`config.mk`:
```
export PLATFORM = sky130hd
export DESIGN_NAME = keyboard_key_latch_flat
export DESIGN_NICKNAME = d
export VERILOG_FILES = /design/src/rtl/keyboard_key_latch_pkg.sv /design/src/rtl/keyboard_key_latch_if.sv /design/src/rtl/keyboard_key_latch_scan_code_map.sv /design/src/rtl/keyboard_key_latch.sv /design/src/flat_wrapper.sv
export SDC_FILE = /design/constraint.sdc
export NUM_CORES = 1
export LEC_CHECK = 0
export CAP_MARGIN = 20
export CORE_MARGIN = 2
export CORE_UTILIZATION = 40
export DETAILED_ROUTE_END_ITERATION = 8
export PLACE_DENSITY = 0.79
export SYNTH_ARGS = -nofsm -noshare
export SYNTH_HDL_FRONTEND = slang
export SYNTH_SLANG_ARGS = --single-unit
```
`constraint.sdc`:
```
create_clock -name clk -period 2.05 [get_ports clk]
set_input_delay 0.3075 -clock clk [delete_from_list [all_inputs] [get_ports clk]]
set_output_delay 0.3075 -clock clk [all_outputs]
set_load 0.005 [all_outputs]
```
`src/rtl/keyboard_key_latch_pkg.sv`:
```
// keyboard_key_latch_pkg: scan codes, key indices and decoder states shared by the key latch
package keyboard_key_latch_pkg;
  localparam logic [7:0] CW = 8'h1D, CS = 8'h1B, CD = 8'h23, CA = 8'h1C;
  localparam logic [7:0] CSP = 8'h29, CESC = 8'h76, CF0 = 8'hF0, CE0 = 8'hE0;
  localparam logic [2:0] KEY_W = 3'd0, KEY_S = 3'd1, KEY_D = 3'd2;
  localparam logic [2:0] KEY_A = 3'd3, KEY_SP = 3'd4, KEY_ESC = 3'd5;
  typedef enum logic [1:0] {IDLE, BREAK, EXT, EXT_BREAK} state_t;
endpackage

```
`src/rtl/keyboard_key_latch_if.sv`:
```
// keyboard_key_latch_if: byte stream from the PS/2 receiver
interface keyboard_key_latch_if;
  logic [7:0] scan_code;
  logic scan_valid;
  logic scan_err;
  modport master(output scan_code, scan_valid, scan_err);
  modport slave(input scan_code, scan_valid, scan_err);
endinterface

```
`src/rtl/keyboard_key_latch_scan_code_map.sv`:
```
// scan_code_map: maps a set-2 scan code to one of the six tracked keys
module scan_code_map
  import keyboard_key_latch_pkg::*;
(
  input  logic [7:0] code,
  output logic       hit,
  output logic [2:0] key
);
  assign {hit, key} = code == CW   ? {1'b1, KEY_W}   :
                      code == CS   ? {1'b1, KEY_S}   :
                      code == CD   ? {1'b1, KEY_D}   :
                      code == CA   ? {1'b1, KEY_A}   :
                      code == CSP  ? {1'b1, KEY_SP}  :
                      code == CESC ? {1'b1, KEY_ESC} : 4'b0;
endmodule

```
`src/rtl/keyboard_key_latch.sv`:
```
// keyboard_key_latch: decodes PS/2 make/break/extended sequences into held and sticky key flags
module keyboard_key_latch
  import keyboard_key_latch_pkg::*;
#(
  parameter logic [15:0] PREFIX_TIMEOUT = 16'd50000
) (
  input  logic                 clk,
  input  logic                 reset,
  keyboard_key_latch_if.slave  sc,
  input  logic                 Keyboard_reset,
  output logic [15:0]          FORWARD_Out,
  output logic [15:0]          BACKWARD_Out,
  output logic [15:0]          TURNRIGHT_Out,
  output logic [15:0]          TURNLEFT_Out,
  output logic [15:0]          SHOOT_Out,
  output logic [15:0]          RESET_Out,
  output logic [5:0]           held
);
  state_t state, state_n;
  logic [15:0] cnt, cnt_n;
  logic [5:0] latched, held_n, latched_n, onehot;
  logic [2:0] key;
  logic hit, live, mk, bk, tmo;
  scan_code_map u_map (.code(sc.scan_code), .hit(hit), .key(key));
  always_comb begin
    live = sc.scan_valid && !sc.scan_err;
    mk = live && state == IDLE && hit;
    bk = live && state == BREAK && hit;
    onehot = 6'b1 << key;
    held_n = mk ? held | onehot : bk ? held & ~onehot : held;
    // clear uses the post-event held value so a same-cycle make survives and a break clears
    latched_n = Keyboard_reset ? held_n : mk ? latched | onehot : latched;
    tmo = state != IDLE && cnt == PREFIX_TIMEOUT - 16'd1;
    state_n = state;
    if (sc.scan_err || (!sc.scan_valid && tmo))
      state_n = IDLE;
    else if (sc.scan_valid)
      state_n = (state == IDLE && sc.scan_code == CF0) ? BREAK :
                (state == IDLE && sc.scan_code == CE0) ? EXT :
                (state == EXT && sc.scan_code == CF0)  ? EXT_BREAK : IDLE;
    cnt_n = (sc.scan_valid || state == IDLE || tmo) ? 16'd0 : cnt + {15'd0, cnt != 16'hFFFF};
  end
  always_ff @(posedge clk) begin
    if (reset) begin
      state <= IDLE;
      cnt <= '0;
      held <= '0;
      latched <= '0;
    end else begin
      state <= state_n;
      cnt <= cnt_n;
      held <= held_n;
      latched <= latched_n;
    end
  end
  assign FORWARD_Out   = {15'b0, latched[KEY_W]};
  assign BACKWARD_Out  = {15'b0, latched[KEY_S]};
  assign TURNRIGHT_Out = {15'b0, latched[KEY_D]};
  assign TURNLEFT_Out  = {15'b0, latched[KEY_A]};
  assign SHOOT_Out     = {15'b0, latched[KEY_SP]};
  assign RESET_Out     = {15'b0, latched[KEY_ESC]};
endmodule
```
`src/flat_wrapper.sv`:
```
// flat-port wrapper written by rule: the top's interface ports become plain ports
module keyboard_key_latch_flat import keyboard_key_latch_pkg::*;
#(
  parameter logic [15:0] PREFIX_TIMEOUT = 16'd50000
)
  (clk, reset, Keyboard_reset, FORWARD_Out, BACKWARD_Out, TURNRIGHT_Out, TURNLEFT_Out, SHOOT_Out, RESET_Out, held, sc_scan_code, sc_scan_valid, sc_scan_err);
  keyboard_key_latch_if sc_i ();
  input  logic clk;
  input  logic reset;
  input  logic Keyboard_reset;
  output logic [15:0] FORWARD_Out;
  output logic [15:0] BACKWARD_Out;
  output logic [15:0] TURNRIGHT_Out;
  output logic [15:0] TURNLEFT_Out;
  output logic [15:0] SHOOT_Out;
  output logic [15:0] RESET_Out;
  output logic [5:0] held;
  input wire logic [$bits(sc_i.scan_code)-1:0] sc_scan_code;
  input wire logic [$bits(sc_i.scan_valid)-1:0] sc_scan_valid;
  input wire logic [$bits(sc_i.scan_err)-1:0] sc_scan_err;
  assign sc_i.scan_code = sc_scan_code;
  assign sc_i.scan_valid = sc_scan_valid;
  assign sc_i.scan_err = sc_scan_err;
  keyboard_key_latch #(.PREFIX_TIMEOUT(PREFIX_TIMEOUT)) u_core (.clk(clk), .reset(reset), .sc(sc_i), .Keyboard_reset(Keyboard_reset), .FORWARD_Out(FORWARD_Out), .BACKWARD_Out(BACKWARD_Out), .TURNRIGHT_Out(TURNRIGHT_Out), .TURNLEFT_Out(TURNLEFT_Out), .SHOOT_Out(SHOOT_Out), .RESET_Out(RESET_Out), .held(held));
endmodule
```
Word level (Yosys, flattened, before mapping). Cells that the tools add are included.

$add $sub $neg: 1. Eq/ne operators: 12. Shift operators: 1. Muxes and demuxes: 13. Bitwise logic cells: 4. Reductions and logical operators: 20.

Operators with widths (number): 8-bit by 5-bit == test with 1-bit output (second input constant) (3); 4-bit two-way mux (6); 6-bit two-way mux (4); 16-bit by 1-bit adder with 16-bit output (1); 16-bit == test (second input constant) (1); 8-bit by 6-bit == test with 1-bit output (second input constant) (2); 8-bit == test (second input constant) (2); 16-bit != test (second input constant) (1); 6-bit bitwise OR (2); 1-bit logical AND (10); 8-bit by 7-bit == test with 1-bit output (second input constant) (1); 6-bit AND (1); 2-bit two-way mux (3); 6-bit inverter (1); 1-bit by 3-bit << shifter with 6-bit output (first input constant) (1); 2-bit nonzero test (2); 2-bit OR reduction (2); 1-bit logical OR (3); 2-bit by 1-bit == test with 1-bit output (second input constant) (1); 2-bit == test (second input constant) (1); 1-bit logical NOT (2); 2-bit logical NOT (1).

Flip-flop bits (word level): 30. Input port bits: 13. Output and inout port bits: 102.

Longest topological paths before layout.
Depth in word-level cells: 13. Gate-level depth with buffers: 9.

By module. A second synthesis with hierarchy kept.

Cell total of the unflattened synthesis: 267. Area total of the unflattened synthesis: 2224.6 µm².

Modules (own cells, without submodules): keyboard_key_latch (times used 1, cells an instance 247, area each 2060.7 µm², sequential area each 600.6 µm²); scan_code_map (times used 1, cells an instance 20, area each 163.9 µm², sequential area each 0.0 µm²).

Worst setup path after synthesis. Ideal clock, no wire load.

Path type: reg2reg. From: register u_core.cnt[7]. To: register u_core.cnt[6]. Setup time: 0.114 ns. Data arrival time: 1.764 ns. Data required time: 1.936 ns. Slack: 0.172 ns. Stages on the path, launching flop included: 10. Period minus slack after synthesis: 1.878 ns. Cells stage by stage: dfxtp_1 nand4_1 nor2_1 nand4_1 ha_1 ha_1 and3_1 nand3_1 xor2_1 nor2_1.

Cells in the longest elaborated chain, start to end: 4.

RTL lines: start, declared (line keyboard_key_latch.sv:20) `logic [15:0] cnt, cnt_n;`; start signal, assigned (line keyboard_key_latch.sv:51) `cnt <= cnt_n;`; branches (longest 4 deep; another with 16-bit by 1-bit adder with 16-bit output).

Parallel ways; which one is timed is not known. A chain may end at the register's enable or synchronous reset.

Final worst setup path. Ends and elaborated chain as after synthesis.

==> flow_summary.yaml <==
outcome:
  outcome: "finished, final reports clean"
setup_path:
  critPathKind: "flip-flop to flip-flop"
  cp_max_fo: 5
  cp_data_required_time_ns: 2.21
  cp_top_family: "simple AND/OR/NAND/NOR gates"
  worstSetupStartpointType: "flip-flop"
  cpMostUsedCell: "nand4_1"
  reg2reg_depth: 9
  slowest_delay_ns: 0.35
  worstPathCellList: "nand4_1, nor2_2, nand4_1, ha_2, ha_1, and3_1, nand3_1, xor2_1, nor2_1"
  crit_slowest_cell: "dfxtp_1"
  r2r_start: "u_core.cnt[7]"
  rrSetupSlack_ns: 0.10
  reg2reg_to: "u_core.cnt[6]"
  critical_path.endpoint_type: "flip-flop"
  path_buf_inv: 0
  cp.arrival_ns: 2.11
global_route:
  grt_pass1_vias: 1398
  top_usage_layer: "met2"
  gr-total-overflow: 0
  grtUsageMet2_pct: 21.5
  grt_usage_pct: 12.6
  antenna_found_initial: 0
  grt_max_degree: 15
  use_met1_pct: 14.4
  grt_pass1_wl_um: 6120
  grt_use_met3_pct: 4.12
floorplanning:
  floorplan.initialDensity_pct: 41.7
  num_io_pins: 115
  fp-row-count: 26
  chipHeight_um: 77.2
  die_area_mm2: 0.00596
  die_x_um: 77.2
  core-area_mm2: 0.00514
cells_and_area:
  final_nets: 319
  antenna_cells: 0
  final_layout_size_suffix_gt1_share_pct: 9.84
  syn_to_final_growth_pct: 8.93
clocking:
  worstSkewPairLatency_ns: 0.28
  cts_tree: "built"
  clk_pin_slew_ns: 0.07
  cts-root-buf: "clkbuf_8"
  h-tree-depth: 2
  clockBufferDepth: 2
  cts_made_buffers: 5
  clock_sinks: 30
  hold_buffers: 0
sta:
  clock.fmax_mhz: 514
  hold_viol: 0
  fin_tns_setup_ns: 0
  fin_skew_ns: 0.00670
  fin_crit_sh_pct: 94.9
  maxSlewViolCount: 0
  setup-violations-final: 0
  setup_ws_ns: 0.105
  period_needed_ns: 1.95
  rsz0062_at_grt: "false"
job:
  drv_cap: 0
route:
  drc: 0
  via_count: 1613
  viasPerCell: 4.30
  dr.pass1.iters: 4
  wl_per_cell_um: 10.3
  ant_nets: 0
  drt_iter0_markers: 60
  routed_wl_um: 3860
yosys:
  ys_seq_area_share_pct: 28.0
  yosysWarnings: 0
  synth_cells: 261
  ys_types: 36
  synth_area_mm2: 0.00214
  syn_avg_cell_area_um2: 8.22
  ys_ff_latch: 30
pwr:
  irDropWorstVdd_mv: 0.286
  power_density_mw_per_mm2: 510
  p_leak_nw: 0.913
min_path:
  hold_path_end: "u_core.held[3]"
  hp-start: "u_core.held[3]"
  hp-class: "flip-flop to flip-flop"
  holdPathStages: 2
place:
  gp_congestion: 0.877
  numPortBuffers: 24
  place_hpwl_um: 2990
  dp_worst_setup_slack_ns: 0.0305
synth_stat cells:
cell type / count / share of area, %
buf_4: 90 / 32
dfxtp_1: 30 / 28
nor2_1: 20 / 3.5
a21oi_1: 14 / 3.3
nand3_1: 14 / 3.3
xnor2_1: 11 / 4.5
nand2_1: 7 / 1.2
nand2b_1: 7 / 2.0
nor3_1: 7 / 1.6
a31oi_1: 6 / 1.8
nand4_1: 6 / 1.8
nor2b_1: 5 / 1.5
inv_1: 4 / 0.70
nor4bb_1: 4 / 1.9
and3_1: 3 / 0.88
clkbuf_1: 3 / 0.53
nor4_1: 3 / 0.88
ha_1: 2 / 1.2
nand3b_1: 2 / 0.70
nand4bb_1: 2 / 1.1
nor4b_1: 2 / 0.82
o311ai_0: 2 / 0.82
o31ai_1: 2 / 0.70
or4_1: 2 / 0.70
xor2_1: 2 / 0.82
a31o_2: 1 / 0.41
and4b_1: 1 / 0.47
buf_6: 1 / 0.53
conb_1: 1 / 0.17
nand2_4: 1 / 0.53
nand4b_1: 1 / 0.41
o21ai_1: 1 / 0.23
o21bai_1: 1 / 0.35
or3b_1: 1 / 0.41
or4_4: 1 / 0.53
or4b_1: 1 / 0.47
state kept, by name (all words and copies together), names as in the netlist:
name and flops:
u_core.held 6, u_core.cnt 16, u_core.state 2, u_core.latched 6
layout by cell type (no fill, tap or decap), types with 2 or more instances in the layout:
| cell | count |
|---|---|
| nor4bb_1 | 4 |
| o31ai_1 | 2 |
| nand3_1 | 14 |
| buf_4 | 17 |
| or4_1 | 2 |
| o311ai_0 | 2 |
| a21oi_1 | 14 |
| nor4_1 | 3 |
| xor2_1 | 2 |
| nor2b_1 | 5 |
| inv_1 | 4 |
| conb_1 | 90 |
| nor4b_1 | 2 |
| nand2b_1 | 7 |
| dfxtp_1 | 30 |
| and3_1 | 3 |
| nand2_1 | 7 |
| clkdlybuf4s50_1 | 24 |
| clkbuf_8 | 6 |
| nor3_1 | 7 |
| nand3b_1 | 2 |
| a31oi_1 | 6 |
| nand4_1 | 6 |
| nand4bb_1 | 2 |
| nor2_1 | 19 |
| xnor2_1 | 11 |
tightest hold or removal path: stages (launching register included):
cell and delay (ns):
dfxtp_1 0.33, nand2_1 0.06, a21oi_1 0.05
how the worst max path moves through the flow:
stage,start,to,slack (ns),depth (start not counted)
after global routing,u_core.cnt[7],u_core.cnt[6],0.002,9
after floorplan,u_core.cnt[7],u_core.cnt[6],0.17,9
after global placement,sc_scan_code[2],u_core.latched[4],0.03,6
after detailed placement,sc_scan_code[2],u_core.latched[4],0.03,6
final,u_core.cnt[7],u_core.cnt[6],0.10,9
after CTS,u_core.cnt[10],u_core.cnt[6],0.05,9
logic make-up after synthesis:
group                      synth area share, %
xor gates and xnor gates                  5.31
adders and majority gates                 1.17
buffers and inverters                     33.3
other                                    0.175
and+or+nand+nor                           24.6
AOI/OAI and AO/OA                         7.53
DFF                                       28.0
stage by stage:
step	util, %	std cells	power, W	instance area, um2	hold WS [ns]
after floorplan	-	350	0.000778	2480	0.377
after CTS	45.2	374	0.00120	2320	0.479
after global routing	45.4	375	0.00125	2340	0.505
final	45.4	375	0.00119	2340	0.481
after detailed placement	43.4	366	0.000704	2230	0.466
after global placement	43.4	366	0.000702	2230	0.461
timing repair:
item | CTS | global route
gates resized for setup | 0 | 2
endpoints found under the setup margin | 0 | 5
buffers inserted | 0 | 1
per-layer routing:
layer / wire length, um / vias up
met5: 0 / -
met4: 61 / 0
met3: 256 / 11
met2: 1950 / 57
met1: 1590 / 747
li1: - / 798
cell type report:
type | instances | area (um2)
timing repair buffer | 41 | 368
clock inverter | 2 | 12.5
clock buffer | 6 | 82.6
inverter | 4 | 15.0
multi-input combinational | 222 | 1170
fill | 540 | 2800
tap | 70 | 87.6
sequential | 30 | 601
where the power goes:
part / switching, W / total (W) / internal (W)
clock network: 0.000227 / 0.000497 / 0.000269
registers: 0.000000242 / 0.000583 / 0.000583
logic: 0.0000712 / 0.000112 / 0.0000405
total: 0.000299 / 0.00119 / 0.000893
Power figures use the tool's default switching activity.
